===== src/rtl/bus_arbiter.sv =====
// Round-robin owner arbiter for the shared 8-bit internal bus: one-hot grant,
// mux/demux select, hold-limit revocation and a forced turnaround cycle.
module bus_arbiter #(
    parameter int MAX_HOLD = 8
) (
    input  logic       clk,
    input  logic       rst_n,
    input  logic [3:0] req,
    output logic [3:0] grant,
    output logic [1:0] sel,
    output logic       busy,
    output logic       timeout
);

    typedef enum logic {
        IDLE = 1'b0,
        OWN  = 1'b1
    } state_t;

    localparam logic [7:0] MAX_HOLD_C = 8'(MAX_HOLD);

    state_t     state_q;
    logic [3:0] grant_q;
    logic [1:0] sel_q;
    logic       busy_q;
    logic       timeout_q;
    logic [1:0] last_q;
    logic [7:0] cnt_q;

    logic [1:0] win_d;
    logic       found_d;
    logic [1:0] idx_d;

    // Search last+1 .. last+4 so the previous owner is considered last.
    always_comb begin
        win_d   = last_q;
        found_d = 1'b0;
        idx_d   = last_q;
        for (int k = 1; k <= 4; k++) begin
            idx_d = last_q + 2'(k);
            if (req[idx_d] && !found_d) begin
                win_d   = idx_d;
                found_d = 1'b1;
            end
        end
    end

    always_ff @(posedge clk or negedge rst_n) begin
        if (!rst_n) begin
            state_q   <= IDLE;
            grant_q   <= 4'b0000;
            sel_q     <= 2'b00;
            busy_q    <= 1'b0;
            timeout_q <= 1'b0;
            last_q    <= 2'b11;
            cnt_q     <= 8'd0;
        end else begin
            timeout_q <= 1'b0;
            case (state_q)
                IDLE: begin
                    if (found_d) begin
                        state_q <= OWN;
                        grant_q <= 4'b0001 << win_d;
                        sel_q   <= win_d;
                        last_q  <= win_d;
                        busy_q  <= 1'b1;
                        cnt_q   <= 8'd1;
                    end
                end
                OWN: begin
                    // A dropped request wins over the limit: no timeout pulse then.
                    if (!req[sel_q]) begin
                        state_q <= IDLE;
                        grant_q <= 4'b0000;
                        busy_q  <= 1'b0;
                    end else if (cnt_q == MAX_HOLD_C) begin
                        state_q   <= IDLE;
                        grant_q   <= 4'b0000;
                        busy_q    <= 1'b0;
                        timeout_q <= 1'b1;
                    end else begin
                        cnt_q <= cnt_q + 8'd1;
                    end
                end
                default: begin
                    state_q <= IDLE;
                    grant_q <= 4'b0000;
                    busy_q  <= 1'b0;
                end
            endcase
        end
    end

    assign grant   = grant_q;
    assign sel     = sel_q;
    assign busy    = busy_q;
    assign timeout = timeout_q;

endmodule


===== config.mk =====
export PLATFORM = sky130hd
export DESIGN_NAME = bus_arbiter
export DESIGN_NICKNAME = d
export VERILOG_FILES = /design/src/rtl/bus_arbiter.sv
export SDC_FILE = /design/constraint.sdc
export NUM_CORES = 1
export LEC_CHECK = 0
export BUFFER_PORTS_ARGS = -buffer_cell sky130_fd_sc_hd__buf_2
export CAP_MARGIN = 5
export CELL_PAD_IN_SITES_DETAIL_PLACEMENT = 1
export CELL_PAD_IN_SITES_GLOBAL_PLACEMENT = 2
export CORE_UTILIZATION = 31
export DETAILED_ROUTE_END_ITERATION = 6
export HOLD_SLACK_MARGIN = 0.05
export PLACE_DENSITY = 0.82
export SLEW_MARGIN = 20
export SYNTH_ARGS = -nofsm -noshare
export SYNTH_HDL_FRONTEND = slang
export SYNTH_SLANG_ARGS = --single-unit

===== constraint.sdc =====
create_clock -name clk -period 1.5 [get_ports clk]
set_input_delay 0.075 -clock clk [delete_from_list [all_inputs] [get_ports clk]]
set_output_delay 0.075 -clock clk [all_outputs]
set_load 0.01 [all_outputs]

==> results by group, run 1 <==
Synthesis
  • Syn Nets: 105
  • Fraction of registers with async set or reset after synthesis: 100%
  • Mean post-synth cell area: 9.91 sq um
  • Compound-Gate Fraction of Synth Area: 25.8%
  • Post-Synth Simple-Gate Area: 16.7%
  • Number of enable flip-flop cells after synthesis: 0
  • Largest family of logic cells by synthesized area: compound AO/OA/AOI/OAI gates
  • Xor-xnor portion of the synthesized cell area: 0%
  • Top_reg_cell synth: dfrtp_1
  • Yosys warnings: 0
  • Adder and majority gate portion of the synthesized area: 2.60%
  • Register area share after synthesis: 49.7%
  • Synth Cell Area: 961 sq um
  • Multiplexer share of the synthesized area: 2.08%
  • Syn Inst Count: 97
  • Count of cell types in the netlist: 32
  • Synth Register Bits: 19

Power and ir drop
  • Power density cells: 1880 nW/um^2
  • LEAKAGE: 0.609 nW
  • Maximum vdd drop: 0.811 mV

STA
  • Setup ws final: -0.0700 ns
  • Fin crit share: 105%
  • Max-slew violation count: 0
  • Layout Skew: 0.00894 ns
  • Fmax: 0.637 GHz
  • RSZ-0062 raised after global routing: yes
  • Max_slew headroom: 70.2%
  • Final Hold Viols: 0
  • Tmin final: 1.57 ns
  • Setup violators final: 5
  • Worst Tran Pin Value: 0.443 ns

Setup path
  • WP data required: 1.73 ns
  • Critical Path Start Type: flip-flop
  • Worst-path maximum fanout: 3
  • CP Capture Type: flip-flop
  • CP peak stage delay: 0.48 ns
  • Crit Path Category: flip-flop to flip-flop
  • Arr. time, crit path: 1.80 ns
  • Crit-path cells: inv_2 > ha_4 > nor4bb_4 > and2_4 > or4_4 > a21oi_2
  • Highest-delay cell along the critical path: or4_4

Placed design
  • GP Congestion: 0.789
  • I/O Buffers: 13
  • Post-DP Area: 1190 sq um
  • Post-DP HPWL: 1.97 mm

Floorplan
  • I/O Pins: 14
  • FP Rows: 19
  • Starting density of the core: 33.7%
  • Die span in y: 57.7 um
  • Core area: 2850 sq um
  • Die width: 57.7 um
  • Die area: 3330 sq um

Clocking
  • Worst-path clk slew: 0.11 ns
  • Root buffer cell: clkbuf_4
  • Number of clock sinks: 19
  • Clk_lat worst skew: 0.30 ns
  • H-tree Lvls: 1
  • Longest Clk Path Bufs: 2
  • CTS Buf Count: 3
  • CTS tree: done

Drt
  • DR vias: 913
  • Final ANT Viol Nets: 0
  • DRT Pass-1 Iters: 6
  • DRT iter0 DRCs: 19
  • Vias/cell: 5.57
  • WL final: 2.71 mm
  • DR WL/cell: 16.5 um
  • Remaining DRCs: 2

Hold path
  • HP Class: input pin to async pin

Global routing
  • GRT Total Usage: 18.4%
  • Vias in the first global route: 991
  • Global-route wire length before repair: 4.60 mm
  • Initial antenna violation count: 0
  • Largest net degree at the start of global routing: 20
  • Remaining global-route overflow: 0

Job
  • Max Cap Viol: 0

Status
  • Status: finished, violations left
  • Violated checks: design-rule violations, negative setup slack

Finish
  • Commonest non-fill, non-tap cells in the layout: buf_4, dfrtp_1, buf_2
  • Util after Layout: 46.8%
  • Fill count: 330
  • Area delta synth->final: 38.9%
  • Ant diodes: 0
  • Layout cells sized above 1: 40.6%
  • Design area: 1340 sq um
  • Commonest non-fill, non-tap cell in the layout: buf_4
  • Final #Nets: 142
## repair_timing
action | 4_1_cts | 5_1_grt
endpoints found under the setup margin | 8 | 13
hold endpoints to repair | 19 | 0
buffers inserted | 5 | 1
pin swaps | 11 | 5
hold buffers | 1 | 0
resized for setup | 10 | 8
## cells by family (layout without fill, tap and decap cells)
kind of cell,Yosys count,in the layout
AOI/OAI and AO/OA,35,35
and+or+nand+nor,31,31
DFF,19,19
buffers and inverters,8,44
adders and majority gates,2,2
muxes,2,2
## final cells by class
class	instances	area (sq um)	share of cell area, %
flip-flops and latches	19	479	35.9
clock buffers	4	26.3	1.97
multi-input cells	70	532	39.8
repair buffers	34	236	17.7
inverters	6	22.5	1.69
well taps	31	38.8	2.91
## per-layer routing
layer  share of wire, %  track usage [%]  vias to the layer above  routed length [um]
li1                   -                -                      435                   -
met1                 44             23.0                      460                1180
met2                 52             31.7                       16                1420
met3                3.4             2.68                        2                  91
met4               0.52             8.16                        0                  14
met5                  0                0                        -                   0
## synthesized netlist by cell type, drive strengths merged, types with 3 or more instances
library cell  instances  area share, %
dfrtp                17             44
a21oi                 8            4.2
nand2                 7            2.7
inv                   6            2.3
nor2                  6            2.3
o211ai                6            4.7
o31ai                 5            3.9
nand2b                4            2.6
nand3                 3            1.6
o21ai                 3            1.6
## metrics by stage
stage,setup TNS [ns],worst slack [ns],std cells,hold slack (ns),power [mW]
after floorplan,0,0.000895,97,-0.221,1.50
after CTS,-0.287,-0.111,163,0.254,2.48
after global placement,-0.0249,-0.0249,153,0.0468,1.99
after global routing,-0.792,-0.154,164,0.252,2.72
after detailed placement,-0.240,-0.0896,153,0.0470,2.05
final,-0.111,-0.0700,164,0.229,2.51
## flip-flops by register name, summed over array words and instances, names as in the netlist
name,cells
last_q,2
sel,2
grant,4
timeout,1
cnt_q,8
busy,1
state_q,1
## power by group
part           internal (mW)  leakage (nW)  total, mW  switching (mW)
sequential             0.702         0.241      0.846           0.144
clock                  0.104        0.0150      0.267           0.164
combinational          0.699         0.353       1.40           0.701
total                   1.50         0.609       2.51            1.01
## final timing paths
check                         start        end  slack, ns  depth (start not counted)
setup / recovery           cnt_q[1]   cnt_q[7]      -0.07                          6
hold / removal                rst_n   grant[1]       0.23                          2
setup reg to reg           cnt_q[1]   cnt_q[7]      -0.07                          6
hold reg to reg            grant[0]   grant[0]       0.51                          1
max in group asynchronous     rst_n  last_q[1]       0.93                          2
min in group clk             req[0]   grant[1]       0.34                          4
## worst max-delay path: cells and delay by family, from the launching register on
kind,cells,cell delay [ns]
simple gates,3,0.80
flops,1,0.38
fa+ha+maj,1,0.14
compound gates,1,0.13
buf+inv,1,0.05
Note: power is estimated with default switching activity, not from simulation.
==> run 2: changes to the inputs <==
--- a/config.mk
+++ b/config.mk
@@ -9,6 +9,7 @@
 export CAP_MARGIN = 5
 export CELL_PAD_IN_SITES_DETAIL_PLACEMENT = 1
 export CELL_PAD_IN_SITES_GLOBAL_PLACEMENT = 2
+export CORE_MARGIN = 2
 export CORE_UTILIZATION = 31
 export DETAILED_ROUTE_END_ITERATION = 6
 export HOLD_SLACK_MARGIN = 0.05
==> run 2 against run 1 <==
Net effect:
- the flow finishes with violations (negative setup slack)
- register-to-register slack lost 0.05 ns
- first-iteration DRC count shrank 11%
- global-route usage shrank 0.77 points
- clock power grew 3%
- cell count grew 1.8%
- largest power group unchanged
==> results by group, run 2 (synthesis gave the netlist of run 1 again) <==
Status
  • Status: finished, violations left
  • Violated checks: negative setup slack

Clocking
  • Number of clock sinks: 19 (unchanged)
  • CTS Buf Count: 3 (unchanged)
  • Longest Clk Path Bufs: 2 (unchanged)
  • CTS tree: done
  • Clk_lat worst skew: 0.31 ns (about the same)
  • Worst-path clk slew: 0.12 ns (about the same)
  • H-tree Lvls: 1 (unchanged)
  • Root buffer cell: clkbuf_4

Setup path
  • Reg2Reg Depth: 6 (unchanged)
  • CP peak stage delay: 0.43 ns (-0.05 ns)
  • Worst-path maximum fanout: 4 (+1)
  • Crit Path Category: flip-flop to flip-flop
  • Reg2Reg Launch Point: sel[1]
  • CP Capture Type: flip-flop
  • Crit-path cells: mux2i_2 > o22a_1 > buf_4 > buf_4 > o22ai_4 > a32o_1
  • Highest-delay cell along the critical path: dfrtp_2
  • Top delay family on crit path: compound AO/OA/AOI/OAI gates
  • Critical Path Start Type: flip-flop
  • Top cell by count, worst path: buf_4
  • Worst Path Buf+Inv: 2 (+1)
  • WP data required: 1.71 ns (-0.02 ns)
  • Reg-to-reg endpoint: grant[0]
  • Flop-to-flop setup slack: -0.12 ns (-0.05 ns)
  • Arr. time, crit path: 1.83 ns (+0.03 ns)

STA
  • Tmin final: 1.62 ns (+0.0524 ns)
  • Fmax: 0.616 GHz (-3.2%)
  • Max-slew violation count: 0 (unchanged)
  • RSZ-0062 raised after global routing: yes
  • Worst Tran Pin Value: 0.445 ns (+0.00197 ns)
  • Max_slew headroom: 70.3% (+0.14 points)
  • Total negative slack: -0.859 ns (-0.748 ns)
  • Setup ws final: -0.122 ns (-0.0524 ns)
  • Fin crit share: 108% (+3.5 points)
  • Setup violators final: 11 (+6)
  • Layout Skew: 0.00587 ns (-0.00307 ns)
  • Final Hold Viols: 0 (unchanged)

Drt
  • Remaining DRCs: 0 (-2)
  • WL met3: 51 um (-44%)
  • WL final: 2.83 mm (+4.5%)
  • Top routing layer in use: met4
  • WL met1: 1.28 mm (+8.2%)
  • DRT iter0 DRCs: 17 (-2)
  • WL met2: 1.45 mm (+2.0%)
  • Vias/cell: 5.57 (about the same)
  • DR vias: 930 (+1.9%)
  • Final ANT Viol Nets: 0 (unchanged)
  • DR WL/cell: 17.0 um (+2.6%)
  • DRT Pass-1 Iters: 4 (-2)

Finish
  • Layout cells sized above 1: 40.3% (-0.30 points)
  • Design area: 1320 sq um (-0.94%)
  • Final #Nets: 143 (+0.70%)
  • Commonest non-fill, non-tap cell in the layout: buf_4
  • Max reg flops: 8 (unchanged)
  • Biggest register: cnt_q
  • Commonest non-fill, non-tap cells in the layout: buf_4, dfrtp_1, buf_2
  • Area delta synth->final: 37.6%
  • Ant diodes: 0 (unchanged)

Power and ir drop
  • Power density cells: 1920 nW/um^2 (+1.8%)
  • Design Power: 2.53 mW (+0.85%)
  • LEAKAGE: 0.609 nW (about the same)
  • Maximum vdd drop: 0.800 mV (-1.3%)

Floorplan
  • Die area: 3560 sq um (+7.1%)
  • Core area: 3000 sq um (+5.3%)
  • Die width: 59.7 um (+3.5%)
  • I/O Pins: 14 (unchanged)
  • Die span in y: 59.7 um (+3.5%)
  • Starting density of the core: 32.0% (-1.7 points)
  • FP Rows: 20 (+1)

Global routing
  • Initial antenna violation count: 0 (unchanged)
  • GRT Total Usage: 17.6% (-0.77 points)
  • Global-route wire length before repair: 4.62 mm (+0.61%)
  • Remaining global-route overflow: 0 (unchanged)
  • Vias in the first global route: 955 (-3.6%)
  • Largest net degree at the start of global routing: 20 (unchanged)

Placed design
  • Post-DP HPWL: 2.03 mm (+3.0%)
  • GP Congestion: 0.790 (+0.10%)
  • I/O Buffers: 13 (unchanged)
  • Post-DP Area: 1200 sq um (+0.84%)

Job
  • Max Cap Viol: 0 (unchanged)

Hold path
  • HP Class: input pin to async pin
-- run 2: changes by cell type in the layout (fill, tap and decap cells not counted), sizes merged --
| cell | delta |
|---|---|
| buf | +1 |
| clkbuf | -1 |
| clkinv | +1 |
-- run 2: routing by layer --
layer	vias to the layer above	track usage [%]
met3	5	2.38
met4	0	8.25
li1	443	-
met5	-	0
met1	473	23.3
met2	9	28.4
-- run 2: how the worst max path moves through the flow --
stage / from / endpoint / slack, ns / cells after the start
floorplan: cnt_q[0] / cnt_q[7] / 0.0009 / 6
global placement: cnt_q[0] / grant[2] / -0.02 / 6
detailed placement: cnt_q[0] / cnt_q[7] / -0.07 / 6
CTS: sel[1] / cnt_q[7] / -0.08 / 4
global route: cnt_q[0] / grant[1] / -0.17 / 6
finish: sel[1] / grant[0] / -0.12 / 6
-- run 2: layout make-up --
type                       count  area, sq um
timing repair buffer          35          236
clock buffer                   3         22.5
clock inverter                 1         5.00
fill                         357         1680
multi-input combinational     70          515
sequential                    19          479
inverter                       6         22.5
tap                           33         41.3
-- run 2: repair_timing --
| item | 4_1_cts | 5_1_grt |
|---|---|---|
| endpoints found under the setup margin | 8 | 13 |
| endpoints found under the hold margin | 19 | 0 |
| buffers inserted | 5 | 1 |
| hold buffers | 1 | 0 |
| pin swaps | 3 | 2 |
| resized for setup | 5 | 6 |
-- run 2: stage by stage --
stage | util, % | std cells | hold WS, ns | setup WS (ns)
finish | 44.0 | 167 | 0.224 | -0.122
global route | 44.0 | 167 | 0.270 | -0.171
CTS | 43.0 | 166 | 0.231 | -0.0757
detailed placement | 39.9 | 156 | 0.0496 | -0.0685
global placement | 39.9 | 156 | 0.0405 | -0.0166
floorplan | - | 97 | -0.221 | 0.000895
-- run 2: where the power goes --
group,internal [mW],switching [mW],total (mW)
clock network,0.0998,0.175,0.275
logic,0.705,0.699,1.40
registers,0.702,0.153,0.855
total,1.51,1.03,2.53
